File: src/rtl/chunked_addsub_pkg.sv
// Shared types and op encodings for the sequential chunked adder/subtractor.
package chunked_addsub_pkg;

    typedef enum logic {
        IDLE = 1'b0,
        RUN  = 1'b1
    } state_e;

    localparam logic OP_ADD = 1'b0;
    localparam logic OP_SUB = 1'b1;

endpackage

File: src/rtl/chunk_adder.sv
// Combinational CHUNK_WIDTH adder with optional B inversion, shared across all chunk slots.
module chunk_adder
    import chunked_addsub_pkg::*;
#(
    parameter int unsigned CHUNK_WIDTH = 8
) (
    input  logic [CHUNK_WIDTH-1:0] a,
    input  logic [CHUNK_WIDTH-1:0] b,
    input  logic                   cin,
    input  logic                   invert_b,
    output logic [CHUNK_WIDTH-1:0] sum,
    output logic                   cout
);

    logic [CHUNK_WIDTH-1:0] w_b;

    always_comb begin
        w_b         = invert_b ? ~b : b;
        {cout, sum} = {1'b0, a} + {1'b0, w_b} + {{CHUNK_WIDTH{1'b0}}, cin};
    end

endmodule

File: src/rtl/chunked_addsub_seq.sv
// Multi-cycle adder/subtractor, one CHUNK_WIDTH slice per clock with a registered carry.
// Optional signed overflow output enabled by CHUNKED_ADDSUB_OVERFLOW_EN.
module chunked_addsub_seq
    import chunked_addsub_pkg::*;
#(
    parameter int unsigned WIDTH       = 32,
    parameter int unsigned CHUNK_WIDTH = 8
) (
    input  logic             clk,
    input  logic             rst,
    input  logic             req,
    input  logic             op_sub,
    input  logic [WIDTH-1:0] a,
    input  logic [WIDTH-1:0] b,
    output logic             busy,
    output logic             ack,
    output logic [WIDTH-1:0] out,
    output logic             carry_out
`ifdef CHUNKED_ADDSUB_OVERFLOW_EN
    ,
    output logic             overflow
`endif
);

    localparam int unsigned NUM_CHUNKS = WIDTH / CHUNK_WIDTH;
    localparam int unsigned IDX_W      = (NUM_CHUNKS > 1) ? $clog2(NUM_CHUNKS) : 1;
    localparam logic [IDX_W-1:0] LAST_IDX = IDX_W'(NUM_CHUNKS - 1);

    generate
        if (WIDTH % CHUNK_WIDTH != 0) begin : g_bad_cfg
            $error("WIDTH must be a multiple of CHUNK_WIDTH");
        end
    endgenerate

    state_e                 r_state;
    state_e                 w_state_next;
    logic [WIDTH-1:0]       r_a;
    logic [WIDTH-1:0]       r_b;
    logic                   r_op_sub;
    logic [IDX_W-1:0]       r_idx;
    logic                   r_carry;
    logic [WIDTH-1:0]       r_out;
    logic                   r_ack;
    logic                   r_carry_out;

    logic                   w_accept;
    logic                   w_last;
    logic [CHUNK_WIDTH-1:0] w_a_chunk;
    logic [CHUNK_WIDTH-1:0] w_b_chunk;
    logic [CHUNK_WIDTH-1:0] w_sum;
    logic                   w_cout;

    assign w_accept  = (r_state == IDLE) && req;
    assign w_last    = (r_idx == LAST_IDX);
    assign w_a_chunk = r_a[r_idx*CHUNK_WIDTH +: CHUNK_WIDTH];
    assign w_b_chunk = r_b[r_idx*CHUNK_WIDTH +: CHUNK_WIDTH];

    chunk_adder #(
        .CHUNK_WIDTH (CHUNK_WIDTH)
    ) u_chunk_adder (
        .a        (w_a_chunk),
        .b        (w_b_chunk),
        .cin      (r_carry),
        .invert_b (r_op_sub == OP_SUB),
        .sum      (w_sum),
        .cout     (w_cout)
    );

    always_ff @(posedge clk or negedge rst) begin
        if (!rst) begin
            r_state <= IDLE;
        end else begin
            r_state <= w_state_next;
        end
    end

    always_comb begin
        w_state_next = r_state;
        case (r_state)
            IDLE:    if (req) w_state_next = RUN;
            RUN:     if (w_last) w_state_next = IDLE;
            default: w_state_next = IDLE;
        endcase
    end

    always_ff @(posedge clk or negedge rst) begin
        if (!rst) begin
            r_a         <= '0;
            r_b         <= '0;
            r_op_sub    <= OP_ADD;
            r_idx       <= '0;
            r_carry     <= 1'b0;
            r_out       <= '0;
            r_ack       <= 1'b0;
            r_carry_out <= 1'b0;
        end else begin
            r_ack <= 1'b0;
            if (w_accept) begin
                r_a      <= a;
                r_b      <= b;
                r_op_sub <= op_sub;
                r_idx    <= '0;
                // Subtract is a + ~b + 1: the +1 rides in as the first carry-in.
                r_carry  <= (op_sub == OP_SUB);
            end else if (r_state == RUN) begin
                r_out[r_idx*CHUNK_WIDTH +: CHUNK_WIDTH] <= w_sum;
                r_carry <= w_cout;
                if (w_last) begin
                    r_idx       <= '0;
                    r_ack       <= 1'b1;
                    r_carry_out <= (r_op_sub == OP_SUB) ? ~w_cout : w_cout;
                end else begin
                    r_idx <= r_idx + 1'b1;
                end
            end
        end
    end

`ifdef CHUNKED_ADDSUB_OVERFLOW_EN
    logic r_overflow;
    logic w_overflow;
    logic w_a_msb;
    logic w_b_msb;
    logic w_s_msb;

    always_comb begin
        w_a_msb    = r_a[WIDTH-1];
        w_b_msb    = r_b[WIDTH-1];
        w_s_msb    = w_sum[CHUNK_WIDTH-1];
        w_overflow = (r_op_sub == OP_SUB) ? ((w_a_msb != w_b_msb) && (w_s_msb != w_a_msb))
                                          : ((w_a_msb == w_b_msb) && (w_s_msb != w_a_msb));
    end

    always_ff @(posedge clk or negedge rst) begin
        if (!rst) begin
            r_overflow <= 1'b0;
        end else if ((r_state == RUN) && w_last && !w_accept) begin
            r_overflow <= w_overflow;
        end
    end

    assign overflow = r_overflow;
`endif

    assign busy      = (r_state == RUN);
    assign ack       = r_ack;
    assign out       = r_out;
    assign carry_out = r_carry_out;

endmodule

File: config.mk
export PLATFORM = sky130hd
export DESIGN_NAME = chunked_addsub_seq
export DESIGN_NICKNAME = d
export VERILOG_FILES = /design/src/rtl/chunked_addsub_pkg.sv /design/src/rtl/chunk_adder.sv /design/src/rtl/chunked_addsub_seq.sv
export SDC_FILE = /design/constraint.sdc
export NUM_CORES = 1
export LEC_CHECK = 0
export CELL_PAD_IN_SITES_DETAIL_PLACEMENT = 1
export CELL_PAD_IN_SITES_GLOBAL_PLACEMENT = 1
export CORE_MARGIN = 2
export CORE_UTILIZATION = 41
export DETAILED_ROUTE_END_ITERATION = 10
export PLACE_DENSITY = 0.77
export SYNTH_ARGS = -nofsm -noshare
export SYNTH_HDL_FRONTEND = slang
export SYNTH_SLANG_ARGS = --single-unit
File: constraint.sdc
create_clock -name clk -period 3.4 [get_ports clk]
set_clock_uncertainty 0.05 [all_clocks]
set_input_delay 0.34 -clock clk [delete_from_list [all_inputs] [get_ports clk]]
set_output_delay 0.34 -clock clk [all_outputs]
set_load 0.02 [all_outputs]
Yosys cells after proc, flatten, opt, wreduce, memory -nomap -nowiden
Cells that the tools add are included.
Operators by class
  $mul: 0
  muxes and demuxes: 14
  eq/ne operators: 1
  reduce and logical (&&, ||, !) cells: 4
  shifts and indexed selects: 4
  bitwise gates (word level): 4
  divide/modulo/power cells: 0
  $add $sub $neg: 4
  magnitude comparators: 0
Operators with widths (number)
  $shiftx A32 B6 Y8: 2
  $neg A5 Y34: 1
  $shift A8 B34 Y32 const A: 1
  $shiftx A8 B34 Y32: 1
  $bwmux W32: 1
  $add A8 B8 Y9: 1
  $add A9 B1 Y9: 1
  $mux W1: 8
  $mux W8: 1
  $not A8 Y8: 1
  $mux W2: 3
  $not A1 Y1: 3
  $reduce_and A3 Y1: 1
  $add A2 B1 Y2 const B: 1
  $eq A2 B2 Y1 const B: 1
  $pmux W1 S2: 1
  $reduce_and A2 Y1: 1
  $reduce_bool A2 Y1: 1
  $logic_and A1 B1 Y1: 1
Storage, ports and cells
  latch bits: 0
  flip-flop bits (word level): 103
  memories: 0
  memory bits (read-only): 0
  bits in writable memories: 0

Depth between registers and ports, before layout
Gate-level depths: netlist (run 1).
  word-level depth: 7
  mapped depth: 11

Cells and area by module
Synthesis (run 1) repeated with hierarchy kept, for this count alone.
Unflattened totals
  cell total of the unflattened synthesis: 331
  area total of the unflattened synthesis: 5042.3 µm²
By module, submodules not included
  chunked_addsub_seq: area each 4624.4 µm², times used 1, cells an instance 278, seq. area each 2577.5 µm²
  chunk_adder: area each 417.9 µm², times used 1, cells an instance 53, seq. area each 0.0 µm²

Worst setup path before layout (run 1)
No wires, ideal clock.
  path type: register -> register
  start point: register r_idx[0]
  end point: register r_out[6], in the netlist out[6]
  cell stages (with the launch flop): 11
  data arrival time: 2.745 ns
  clock period less this slack: 2.916 ns
  path buffers: 1
  library setup time: 0.121 ns
  slack: 0.484 ns
  data required time: 3.229 ns
  path through: dfrtp_1 > buf_4 > mux4_2 > xnor2_1 > fa_1 > inv_1 > fa_1 > a21o_1 > a41oi_1 > xnor2_1 > a22o_1
Between the ends
  cells in the longest elaborated chain, start to end: 7
Ends and longest elaborated chain
  from (decl): RTL line chunked_addsub_seq.sv:40  | logic [IDX_W-1:0] r_idx;
  from (signal assigned): RTL line chunked_addsub_seq.sv:113  | r_idx <= r_idx + 1'b1;
  $shiftx A32 B6 Y8: RTL line chunked_addsub_seq.sv:56  | assign w_b_chunk = r_b[r_idx*CHUNK_WIDTH +: CHUNK_WIDTH];
  $not A8 Y8: RTL line chunk_adder.sv:18  | w_b = invert_b ? ~b : b;
  $mux W8: RTL line chunk_adder.sv:18
  $add A8 B8 Y9: RTL line chunk_adder.sv:19  | {cout, sum} = {1'b0, a} + {1'b0, w_b} + {{CHUNK_WIDTH{1'b0}}, cin};
  $add A9 B1 Y9: RTL line chunk_adder.sv:19
  $shiftx A8 B34 Y32: RTL line chunked_addsub_seq.sv:106  | r_out[r_idx*CHUNK_WIDTH +: CHUNK_WIDTH] <= w_sum;
  $bwmux W32 (*): RTL line chunked_addsub_seq.sv:106
  to (signal, indexed assignment): RTL line chunked_addsub_seq.sv:106
  to (decl): RTL line chunked_addsub_seq.sv:42  | logic [WIDTH-1:0] r_out;
Mark *: on every way between the ends. The rest lies on a longest branch, timed or not.
A chain may end at the register's enable or synchronous reset.

Worst setup path in the final report (run 1)
  start point: register r_idx[0]
  end point: register r_out[13], in the netlist out[13]
Same word-level chain as after synthesis.

==> summary.md, run 1 <==
| Metric | Value |
|---|---|
| Wirelength per Cell | `19.2 microns` |
| FP Rows | `39` |
| # H-tree levels | `3` |
| Worst-path fanout max | `7` |
| Longest Clk Path Bufs | `2` |
| Max-Slew Margin vs Limit | `0.559` |
| Crit start category | `flop` |
| Fmax | `316 MHz` |
| Final Max Slew Viols | `0` |
| WS Path Type | `flop to flop` |
| Setup violators final | `0` |
| Share of cells above drive strength 1 | `0.252` |
| RSZ-0062 raised after global routing | `no` |
| DRT antenna net count | `0` |
| Multi-input logic area | `2080 sq um` |
| All-Layer GR Usage | `0.191` |
| Fin. Hold Viols | `0` |
| Area added between synthesis and finish | `31.1%` |
| Tcrit/Tclk final | `0.931` |
| Count of nets after finishing | `about 530` |
| Register area share after synthesis | `0.539` |
| CORE AREA | `between 10000 and 15000 sq um` |
| Slew @ Worst Pin | `0.655 ns` |
| Initial drt markers | `102` |
| Synth unique cells | `49` |
| Clock sink total | `103` |
| Reg2reg setup slack | `0.23 ns` |
| Total area of sequential cells | `2580 sq um` |
| Mean area per synthesized cell | `14.2 sq um` |
| Most frequent cells in the layout | `dfrtp_1 (103), clkdlybuf4s50_1 (101), mux2_2 (65), a22o_1 (20), nand2_1 (17)` |
| CTS tree | `built` |
| Post-Syn Nets | `419` |
| Placed instance area | `5970 sq um` |
| Synth warnings | `0` |
| Vias/cell | `5.44` |
| Commonest non-fill, non-tap cell in the layout | `dfrtp_1` |
| Initial cell density of the core | `0.419` |
| Die height | `112 microns` |
| Clk slew on worst S/H paths | `approximately 0.07 ns` |
| Mapped Area | `4780 sq um` |
| CP required | `3.56 ns` |
| Initial antenna violation count | `0` |
| Final wirelength | `11400 microns` |
| Mapped Cells | `336` |
| Hold Path Class | `flop to flop` |
| Ports | `103` |
| Final Cell Area | `around 6300 sq um` |
| Worst path arrival time | `3.33 ns` |
| Status | `complete, no violations` |
| Die ar. | `roughly 13000 sq um` |
| Die width | `112 microns` |
| Filler cells | `roughly 1100` |
| Number of max-cap violations | `0` |
| Vias | `roughly 3200` |
| Grt ovf | `0` |
| Drt drc | `0` |
| R2r startpoint | `r_idx[0]` |
| PortBufs | `~100` |
| Minimum clock period | `3.17 ns` |
| Reg-to-Reg End | `out[13]` |
| DRT Pass-1 Iters | `4` |
| Inserted Diodes | `0` |
| TritonCTS Buffers | `9` |
| Fin Setup TNS | `0 ns` |
| Post-CTS sizing | `0` |
| Pin count of the biggest net entering global routing | `between 60 and 70` |
| Critical Path Start | `r_idx[0]` |
| Worst-Skew Late Latency | `~0.34 ns` |
| FF+latch count, synth | `103` |
| Post-DP HPWL | `8780 microns` |
| End point of the critical path | `out[13]` |
| Vias in the first global route | `3589` |
| Post-CTS setup repair buffer count | `0` |
| Clk root buf | `clkbuf_16` |
| Worst Reg-to-Reg Cells | `10` |
| Gpl congestion | `between 0.7 and 0.8` |
| First-pass GRT wire length | `~19000 microns` |
| Kind of end point of the critical path | `flop` |
==> layout make-up <==
type / count / area share
Sequential cell: 103 / 0.411
Multi-Input combinational cell: 210 / 0.332
Timing Repair Buffer: 112 / 0.177
Clock buffer: 10 / 0.0381
Tap cell: 143 / 0.0285
Clock inverter: 6 / 0.00858
Inverter: 8 / 0.00479
==> timing repair <==
| action | CTS | global route |
|---|---|---|
| endpoints found under the hold margin | 33 | 0 |
| setup endpoints to repair | 0 | 0 |
| hold buffers | 1 | 0 |
==> worst max-delay path, cell delays in order, from the launching register on <==
cell and delay (ns):
dfrtp_1 0.53, buf_4 0.27, mux4_2 0.53, xor2_1 0.18, ha_1 0.39, o21a_1 0.16, o31a_1 0.25, nor4_1 0.08
a311oi_1 0.33, buf_4 0.19, o21ai_0 0.09
==> synthesized netlist by cell type (all sizes together) <==
| cell type | count | area share |
|---|---|---|
| a32o | 4 | 0.0084 |
| a221o | 1 | 0.0021 |
| nor2b | 2 | 0.0026 |
| mux4 | 16 | 0.075 |
| clkbuf | 1 | 0.00078 |
| or4 | 1 | 0.0016 |
| o21ai | 13 | 0.014 |
| a311oi | 1 | 0.0018 |
| mux2i | 1 | 0.0021 |
| and3 | 1 | 0.0013 |
| nor4 | 2 | 0.0039 |
| ha | 13 | 0.034 |
| and2 | 1 | 0.0013 |
| nand2 | 18 | 0.015 |
| o21a | 1 | 0.0016 |
| o31a | 1 | 0.0018 |
| buf | 14 | 0.020 |
| o21bai | 1 | 0.0016 |
| inv | 8 | 0.0063 |
| a21boi | 1 | 0.0016 |
| a22o | 20 | 0.037 |
| nor3b | 4 | 0.0063 |
| a21oi | 6 | 0.0063 |
| xnor2 | 3 | 0.0055 |
| dfrtp | 103 | 0.54 |
| o31ai | 1 | 0.0016 |
| nand2b | 1 | 0.0013 |
| xor2 | 8 | 0.015 |
| a41oi | 1 | 0.0018 |
| or3 | 2 | 0.0026 |
| and4 | 1 | 0.0018 |
| or4b | 1 | 0.0021 |
| nor2 | 6 | 0.0047 |
| nor3 | 3 | 0.0052 |
| a31oi | 2 | 0.0039 |
| a21o | 2 | 0.0031 |
| mux2 | 65 | 0.15 |
| a31o | 1 | 0.0018 |
| fa | 2 | 0.0084 |
| a22oi | 1 | 0.0016 |
| a211oi | 1 | 0.0016 |
| nand3 | 1 | 0.0010 |
==> how the worst min path moves through the flow <==
stage	start	to	slack, ns	depth (start not counted)
finish	out[5]	out[5]	0.43	2
global route	rst	out[29]	0.47	2
CTS	out[5]	out[5]	0.44	2
detailed placement	rst	ack	0.28	1
global placement	rst	ack	0.27	1
floorplan	rst	ack	-0.006	0
==> state kept, by name, indices dropped and copies added (netlist names) <==
| register | cells |
|---|---|
| r_op_sub | 1 |
| ack | 1 |
| r_a | 32 |
| out | 32 |
| r_idx | 2 |
| r_carry | 1 |
| busy | 1 |
| carry_out | 1 |
| r_b | 32 |
==> metal layers <==
layer | part of all wire | GRT usage
met5 | 0 | 0
met4 | 0.016 | 0.0610
met3 | 0.040 | 0.0313
met2 | 0.51 | 0.331
met1 | 0.44 | 0.249
==> cells by family (layout without fill, tap and decap cells) <==
| group | count (synthesis) | count (layout) | share of synthesized area |
|---|---|---|---|
| xor gates and xnor gates | 11 | 11 | 0.0201 |
| DFF | 103 | 103 | 0.539 |
| and+or+nand+nor | 44 | 44 | 0.0505 |
| muxes | 82 | 82 | 0.230 |
| AOI/OAI and AO/OA | 58 | 58 | 0.0908 |
| adders and majority gates | 15 | 15 | 0.0424 |
| buffers and inverters | 23 | 136 | 0.0269 |
==> per-stage QoR <==
step           setup slack [ns]  hold WS [ns]  instances   util
2_1_floorplan             0.484      -0.00559        336      -
3_3_place_gp              0.390         0.265        575  0.523
3_5_place_dp              0.260         0.277        575  0.523
4_1_cts                   0.233         0.442        592  0.549
5_1_grt                  0.0726         0.473        592  0.549
6_report                  0.233         0.435        592  0.549
Power of run 1 is not shown: default switching activity piles up to over one toggle a cycle in this logic, so the estimate is an artifact.
==> run 2: changes to the inputs <==
--- a/config.mk
+++ b/config.mk
@@ -14,3 +14,4 @@
 export SYNTH_ARGS = -nofsm -noshare
 export SYNTH_HDL_FRONTEND = slang
 export SYNTH_SLANG_ARGS = --single-unit
+export TNS_END_PERCENT = 5
==> results of run 2 <==
Same layout as run 1: the final DEF is identical, and so are final timing and power.
Power of run 2 is left out for the same reason.
==> run 3: changes to the inputs <==
--- a/config.mk
+++ b/config.mk
@@ -6,11 +6,11 @@
 export NUM_CORES = 1
 export LEC_CHECK = 0
 export CELL_PAD_IN_SITES_DETAIL_PLACEMENT = 1
-export CELL_PAD_IN_SITES_GLOBAL_PLACEMENT = 1
+export CELL_PAD_IN_SITES_GLOBAL_PLACEMENT = 2
 export CORE_MARGIN = 2
-export CORE_UTILIZATION = 41
+export CORE_UTILIZATION = 35
 export DETAILED_ROUTE_END_ITERATION = 10
-export PLACE_DENSITY = 0.77
+export PLACE_DENSITY = 0.78
 export SYNTH_ARGS = -nofsm -noshare
 export SYNTH_HDL_FRONTEND = slang
 export SYNTH_SLANG_ARGS = --single-unit
==> summary.md, run 3 (synthesized netlist as in run 1, its figures left out) <==
| Metric | Value |
|---|---|
| Wirelength per Cell | `18.4 microns (-4.5%)` |
| Slew @ Worst Pin | `0.607 ns (-0.0479 ns)` |
| Die width | `121 microns (+7.9%)` |
| Worst path bufs/invs | `2 (unchanged)` |
| Share of cells above drive strength 1 | `0.251 (-0.00111)` |
| Number of max-cap violations | `0 (unchanged)` |
| Initial antenna violation count | `0 (unchanged)` |
| Ports | `103 (unchanged)` |
| First-pass GRT wire length | `19000 microns (+0.55%)` |
| Area added between synthesis and finish | `32.4%` |
| Fmax | `316 MHz (about the same)` |
| Post-CTS sizing | `0 (unchanged)` |
| Die height | `121 microns (+7.9%)` |
| Final wirelength | `11400 microns (+0.53%)` |
| Pin count of the biggest net entering global routing | `104 (+58%)` |
| Count of nets after finishing | `525 (-0.38%)` |
| R2r startpoint | `r_idx[0]` |
| Setup violators final | `0 (unchanged)` |
| Total area of sequential cells | `2580 sq um (unchanged)` |
| Crit start category | `flop` |
| Initial cell density of the core | `0.360 (-0.0591)` |
| # H-tree levels | `3 (unchanged)` |
| Drt drc | `0 (unchanged)` |
| Final Max Slew Viols | `0 (unchanged)` |
| RSZ-0062 raised after global routing | `no` |
| Reg-to-Reg End | `out[13]` |
| TritonCTS Buffers | `9 (unchanged)` |
| Minimum clock period | `3.17 ns (-0.00156 ns)` |
| Status | `complete, but fails checks` |
| Vias in the first global route | `3526 (-1.8%)` |
| Die ar. | `14600 sq um (+17%)` |
| DRT antenna net count | `0 (unchanged)` |
| Vias | `3212 (-0.31%)` |
| Longest Clk Path Bufs | `2 (unchanged)` |
| Inserted Diodes | `0 (unchanged)` |
| Worst hold slack | `-0.00993 ns (-0.445 ns)` |
| Critical path's top delay family | `compound AO/OA/AOI/OAI gates` |
| Worst-Skew Late Latency | `0.36 ns (+0.02 ns)` |
| Commonest non-fill, non-tap cell in the layout | `dfrtp_1` |
| CORE AREA | `13300 sq um (+16%)` |
| All-Layer GR Usage | `0.171 (-0.0200)` |
| Crit path cell chain | `buf_6 -> mux4_2 -> xor2_1 -> ha_1 -> o21a_1 -> o31a_1 -> nor4_1 -> a311oi_1 -> buf_4 -> o21ai_0` |
| Clk slew on worst S/H paths | `0.07 ns (about the same)` |
| WS Path Type | `flop to flop` |
| Grt ovf | `0 (unchanged)` |
| Gpl congestion | `0.760 (-0.17%)` |
| Crit-path slowest cell | `mux4_2` |
| CTS tree | `built` |
| CP required | `3.58 ns (+0.02 ns)` |
| Failing checks | `negative hold slack` |
| Most frequent cells in the layout | `dfrtp_1 (103), clkdlybuf4s50_1 (101), mux2_2 (65), a22o_1 (20), nand2_1 (17)` |
| Filler cells | `1378 (+20%)` |
| Post-DP HPWL | `8470 microns (-3.5%)` |
| Worst Reg-to-Reg Cells | `10 (unchanged)` |
| Worst path arrival time | `3.34 ns (about the same)` |
| Fin Setup TNS | `0 ns (unchanged)` |
| Clk root buf | `clkbuf_16` |
| Hold Path Class | `primary input to async pin` |
| PortBufs | `102 (unchanged)` |
| Tcrit/Tclk final | `0.931 (about the same)` |
| Kind of end point of the critical path | `flop` |
| DRT Pass-1 Iters | `4 (unchanged)` |
| Reg2reg setup slack | `0.23 ns (about the same)` |
| Worst-path fanout max | `11 (+4)` |
| Fin. Hold Viols | `1 (+1)` |
| Vias/cell | `5.16 (-5.3%)` |
| Max incr delay on CP | `0.55 ns (+0.02 ns)` |
| # hold bufs at CTS | `0 (-1)` |
| Post-CTS setup repair buffer count | `0 (unchanged)` |
| Multi-input logic area | `2080 sq um (unchanged)` |
| FP Rows | `42 (+7.7%)` |
| Clock sink total | `103 (unchanged)` |
| Initial drt markers | `71 (-30%)` |
| Max-Slew Margin vs Limit | `0.592 (+0.0322)` |
## run 3: changes by cell type in the layout (fill, tap and decap cells not counted), sizes merged
cell	before	now
buf	10	9
bufinv	0	1
clkbuf	10	11
clkinv	1	0
clkinvlp	3	2
dlygate4sd3	1	0
## run 3: layout make-up
class | count | share of cell area
Clock inverter | 5 | 0.00988
Inverter | 8 | 0.00474
Sequential cell | 103 | 0.407
Tap cell | 176 | 0.0348
Timing Repair Buffer | 110 | 0.175
Multi-Input combinational cell | 210 | 0.329
Clock buffer | 11 | 0.0399
## run 3: how the worst max path moves through the flow
stage	end	start	cells after the start	slack, ns
floorplan	out[6]	r_idx[0]	10	0.48
global placement	out[5]	r_idx[0]	10	0.33
detailed placement	out[13]	r_idx[0]	10	0.15
CTS	out[13]	r_idx[0]	10	0.14
global route	out[13]	r_idx[0]	10	0.05
finish	out[13]	r_idx[0]	10	0.23
## run 3: through the flow
stage,utilization,instances,instance area [sq um],setup slack (ns),hold slack [ns]
2_1_floorplan,-,336,4780,0.484,-0.00559
3_3_place_gp,0.452,607,6020,0.329,0.403
3_5_place_dp,0.452,607,6020,0.148,0.404
4_1_cts,0.476,623,6330,0.135,0.0228
5_1_grt,0.476,623,6330,0.0468,0.0328
6_report,0.476,623,6330,0.235,-0.00993
## run 3: layer usage
metal  vias up  global-route usage  share of wire
met1      1645               0.220           0.44
met5         -                   0              0
met4         0              0.0414          0.011
met3         9              0.0446          0.047
met2        87               0.289           0.50
li1       1471                   -              -
Power of run 3 is left out for the same reason.
==> edit 1 (flow settings as in run 1) <==
`CHUNK_WIDTH` is set to 8 in 2 places; all go to 4.
--- a/src/rtl/chunk_adder.sv
+++ b/src/rtl/chunk_adder.sv
@@ -3,5 +3,5 @@
     import chunked_addsub_pkg::*;
 #(
-    parameter int unsigned CHUNK_WIDTH = 8
+    parameter int unsigned CHUNK_WIDTH = 4
 ) (
     input  logic [CHUNK_WIDTH-1:0] a,
--- a/src/rtl/chunked_addsub_seq.sv
+++ b/src/rtl/chunked_addsub_seq.sv
@@ -5,5 +5,5 @@
 #(
     parameter int unsigned WIDTH       = 32,
-    parameter int unsigned CHUNK_WIDTH = 8
+    parameter int unsigned CHUNK_WIDTH = 4
 ) (
     input  logic             clk,
Check against the original RTL: not equivalent (Yosys sat finds a counterexample within 4 cycles, from zero or initial values and one cycle with rst low).
==> edit 1 against run 1 <==
Cell area grew 0.98%. Hold slack lost 0.31 ns. Sequential cell count grew 1. Maximum frequency grew 2.1%. Sequential share of layout area is essentially flat. Synthesized area grew 0.29%. Setup slack gained 0.066 ns. Routed wire length grew 1.2%. Critical endpoint is now out[26]. Largest cell class unchanged.
==> edit 1: results (changes against run 1) <==
{| class="wikitable"
! Metric !! Value
|-
| Top fanout value on the critical path || 20 (was 7)
|-
| Filler Cells Inserted || 1175 (was 1147)
|-
| End of the critical path || out[26] (was out[13])
|-
| Largest delay share family, worst path || multiplexers (was compound AO/OA/AOI/OAI gates)
|-
| Share of cells above drive strength 1 || 25.9% (was 25.2%)
|-
| Avg WL per Cell || 18.6 um (was 19.2 um)
|-
| Maximum number of pins on one net before global-route repair || 83 (was 66)
|-
| Estimated wirelength of the detail-placed design || 8170 um (was 8780 um)
|-
| Synth Net Count || 445 (was 419)
|-
| Leading post-synthesis cells by cell area || sky130_fd_sc_hd__dfrtp_1 54%, sky130_fd_sc_hd__mux2_2 19%, sky130_fd_sc_hd__mux4_2 3.8% (was sky130_fd_sc_hd__dfrtp_1 54%, sky130_fd_sc_hd__mux2_2 15%, sky130_fd_sc_hd__mux4_2 7.5%)
|-
| Initial detailed-routing violation count || 99 (was 102)
|-
| Slowest Stage Delay on Critical Path || 0.60 ns (was 0.53 ns)
|-
| NumNets Final || 550 (was 527)
|-
| Min-Delay Path Class || input pin to async pin (was flop to flop)
|-
| Setup slack, reg-to-reg || 0.30 ns (was 0.23 ns)
|-
| CTS Root Buffer Type || sky130_fd_sc_hd__clkbuf_16 (unchanged)
|-
| Global placement routability congestion || 0.761 (about the same)
|-
| Count of buffers added by post-CTS timing repair for setup || 0 (unchanged)
|-
| Final Critical Period || 3.10 ns (was 3.17 ns)
|-
| First-pass GRT wire length || 19300 um (was 18900 um)
|-
| Worst slew margin relative to its limit || 31.6% (was 55.9%)
|-
| Slowest library cell on the worst path || sky130_fd_sc_hd__dfrtp_2 (was sky130_fd_sc_hd__dfrtp_1)
|-
| Critical Path AT || 3.28 ns (was 3.33 ns)
|-
| Cell variety after synth || 38 (was 49)
|-
| Result of the run || complete, no violations (unchanged)
|-
| Overall Global Routing Usage || 19.3% (was 19.1%)
|-
| Ranking of synthesized cells by instance count || 104 x sky130_fd_sc_hd__dfrtp_1, 83 x sky130_fd_sc_hd__mux2_2, 38 x sky130_fd_sc_hd__nand2_1 (was 103 x sky130_fd_sc_hd__dfrtp_1, 65 x sky130_fd_sc_hd__mux2_2, 20 x sky130_fd_sc_hd__a22o_1)
|-
| Number of search-and-repair iterations in the first detailed-routing pass || 4 (unchanged)
|-
| Via density || 5.19 (was 5.44)
|-
| Post-placement setup slack || 0.303 ns (was 0.260 ns)
|}
[edit 1: cell count changes after synthesis, moves of 7 or more]
cell and delta:
sky130_fd_sc_hd__nand2_1 +21, sky130_fd_sc_hd__a22o_1 -19, sky130_fd_sc_hd__mux2_2 +18, sky130_fd_sc_hd__mux2i_1 +8, sky130_fd_sc_hd__mux4_2 -8, sky130_fd_sc_hd__nand3_1 +7
sky130_fd_sc_hd__nor2_1 +7, sky130_fd_sc_hd__o22ai_1 +7
[edit 1: per-layer routing]
layer  track usage, %  wire (um)  vias up
met1             24.7       5010     1599
met5                0          0        -
met4             3.41         81        0
met2             34.9       6000       79
li1                 -          -     1519
met3             3.29        424        8
[edit 1: metrics by stage]
step           hold WS, ns  utilization (%)  instance area [sq um]  power (uW)  cells
6_report             0.122             55.5                   6330        7420    618
3_5_place_dp         0.423             52.5                   5990        6290    602
2_1_floorplan     -0.00559                -                   4800        4800    365
3_3_place_gp         0.412             52.5                   5990        6080    602
4_1_cts              0.170             55.5                   6330        7520    618
5_1_grt              0.220             55.5                   6330        7950    618
[edit 1: final cells by class]
cell class / instances / area share (%)
inverters: 12 / 0.711
clock inverters: 7 / 1.80
multi-input cells: 233 / 32.6
flip-flops and latches: 104 / 41.1
repair buffers: 110 / 17.4
well taps: 143 / 2.82
clock buffers: 9 / 3.56
[edit 1: kinds of logic after synthesis]
kind of cell / after synthesis / share of synthesized area, %
XOR/XNOR: 7 / 1.28
AND/OR/NAND/NOR: 73 / 6.73
AO/OA/AOI/OAI: 39 / 5.82
buffers and inverters: 28 / 2.89
adder cells (fa/ha/maj): 12 / 3.44
flip-flops: 104 / 54.3
multiplexers: 102 / 25.6
[edit 1: where the power goes]
part | switching (uW) | internal [uW]
Clock | 503 | 663
Combinational | 2100 | 1920
Sequential | 416 | 1820
==> edit 2 (flow settings as in run 1) <==
Made on the original files. Build with the macro `CHUNKED_ADDSUB_OVERFLOW_EN` defined.
--- a/src/rtl/chunked_addsub_seq.sv
+++ b/src/rtl/chunked_addsub_seq.sv
@@ -1,4 +1,6 @@
 // Multi-cycle adder/subtractor, one CHUNK_WIDTH slice per clock with a registered carry.
 // Optional signed overflow output enabled by CHUNKED_ADDSUB_OVERFLOW_EN.
+`define CHUNKED_ADDSUB_OVERFLOW_EN
+
 module chunked_addsub_seq
     import chunked_addsub_pkg::*;
Function (old outputs only; new: overflow): kept (equiv_simple and equiv_induct, registers matched by name and starting in step).
==> edit 2 against run 1 <==
Synthesized area decreased by 0.26%. Global-route usage increased by 0.37 points. Cell area increased by 0.30%. Sequential cell count increased by 1. Core utilization increased by 0.40 points. Largest cell class unchanged. Routed wire length increased by 2.1%. Critical path depth unchanged. Sequential share of layout area increased by 0.28 points. Synthesized cell count increased by 1.2%. Cell count increased by 0.34%. Setup slack got worse by 0.065 ns.
==> edit 2: results (changes against run 1) <==
{| class="wikitable"
! Metric !! Value
|-
| Routed WL || 11600 um (was 11400 um)
|-
| Vias in the first global route || 3544 (was 3589)
|-
| Filler Cells Inserted || 1152 (was 1147)
|-
| Cell variety after synth || 40 (was 49)
|-
| Top fanout value on the critical path || 12 (was 7)
|-
| First-pass GRT wire length || 19100 um (was 18900 um)
|-
| Ranking of synthesized cells by instance count || 104 x sky130_fd_sc_hd__dfrtp_1, 65 x sky130_fd_sc_hd__mux2_2, 24 x sky130_fd_sc_hd__a22o_1 (was 103 x sky130_fd_sc_hd__dfrtp_1, 65 x sky130_fd_sc_hd__mux2_2, 20 x sky130_fd_sc_hd__a22o_1)
|-
| Critical Path AT || 3.41 ns (was 3.33 ns)
|-
| Synth Net Count || 423 (was 419)
|-
| Slowest library cell on the worst path || sky130_fd_sc_hd__mux4_2 (was sky130_fd_sc_hd__dfrtp_1)
|-
| Estimated wirelength of the detail-placed design || 8540 um (was 8780 um)
|-
| Largest delay share family, worst path || adder cells (was compound AO/OA/AOI/OAI gates)
|-
| Sequential fraction of the synthesis area || 54.6% (was 53.9%)
|-
| NumNets Final || 529 (was 527)
|-
| Worst slew margin relative to its limit || 27.5% (was 55.9%)
|-
| Result of the run || complete, no violations (unchanged)
|-
| Port bufs || 103 (was 102)
|-
| Global placement routability congestion || 0.794 (was 0.761)
|-
| Total vias in the final route || 3237 (was 3222)
|-
| Leading post-synthesis cells by cell area || sky130_fd_sc_hd__dfrtp_1 55%, sky130_fd_sc_hd__mux2_2 15%, sky130_fd_sc_hd__mux4_2 7.6% (was sky130_fd_sc_hd__dfrtp_1 54%, sky130_fd_sc_hd__mux2_2 15%, sky130_fd_sc_hd__mux4_2 7.5%)
|-
| Overall Global Routing Usage || 19.5% (was 19.1%)
|-
| Share of cells above drive strength 1 || 24.4% (was 25.2%)
|-
| Level count of the clock H-tree || 3 (unchanged)
|-
| Maximum number of pins on one net before global-route repair || 87 (was 66)
|-
| Initial detailed-routing violation count || 132 (was 102)
|-
| Max_cap viols || 0 (unchanged)
|-
| Min-Delay Path Class || input pin to async pin (was flop to flop)
|-
| Slowest Stage Delay on Critical Path || 0.51 ns (was 0.53 ns)
|-
| Post-placement setup slack || 0.178 ns (was 0.260 ns)
|}
==> edit 2: cell types whose count changed after synthesis, moves of 3 or more <==
cell,delta
sky130_fd_sc_hd__nand2b_1,+4
sky130_fd_sc_hd__nor3b_1,-3
sky130_fd_sc_hd__buf_2,+4
sky130_fd_sc_hd__buf_4,-7
sky130_fd_sc_hd__a22o_1,+4
sky130_fd_sc_hd__a32o_1,-4
==> edit 2: worst paths after layout <==
kind | start | endpoint | slack, ns | depth (start not counted)
min in group clk | out[8] | out[8] | 0.44 | 2
max | r_idx[0] | out[22] | 0.17 | 10
max in group asynchronous | rst | r_a[16] | 2.26 | 2
min | rst | out[17] | 0.14 | 1
min reg2reg | out[8] | out[8] | 0.44 | 2
max reg2reg | r_idx[0] | out[22] | 0.17 | 10
==> edit 2: power by group <==
| part | leakage, uW | switching [uW] | internal (uW) | total [uW] |
|---|---|---|---|---|
| combinational | 0.00121 | 2360 | 2010 | 4370 |
| sequential | 0.00129 | 391 | 1800 | 2190 |
| clock | 0.000137 | 457 | 556 | 1010 |
| total | 0.00263 | 3210 | 4370 | 7580 |
==> edit 2: cell families (layout without fill, tap and decap cells) <==
group,count (synthesis),in the layout,synth area share [%]
and+or+nand+nor,49,49,5.27
xor gates and xnor gates,12,12,2.20
muxes,81,81,22.9
AOI/OAI and AO/OA,56,56,8.73
adders and majority gates,15,15,4.25
buffers and inverters,23,134,2.10
DFF,104,104,54.6
==> edit 2: through the flow <==
step,power (uW),hold WS (ns),cells,instance area (sq um)
floorplan,5090,-0.00559,340,4770
global route,8110,0.228,594,6290
finish,7580,0.144,594,6290
CTS,7590,0.187,594,6290
detailed placement,6520,0.431,578,5990
global placement,6300,0.415,578,5990
==> edit 2: layout make-up <==
| type | count | area share [%] |
|---|---|---|
| Clock buffer | 12 | 4.24 |
| Inverter | 8 | 0.477 |
| Tap cell | 143 | 2.84 |
| Multi-Input combinational cell | 213 | 33.1 |
| Clock inverter | 4 | 0.438 |
| Timing Repair Buffer | 110 | 17.6 |
| Sequential cell | 104 | 41.4 |
==> edit 2: repair_timing <==
action                                  4_1_cts  5_1_grt
setup buffers                                 0        0
hold endpoints to repair                      0        0
gates resized for setup                       0        1
endpoints found under the setup margin        0        4
==> edit 2: layer usage <==
metal / GRT usage, % / part of all wire, %
met2: 32.7 / 49
met4: 6.17 / 1.3
met5: 0 / 0
met1: 26.5 / 45
met3: 2.61 / 4.2
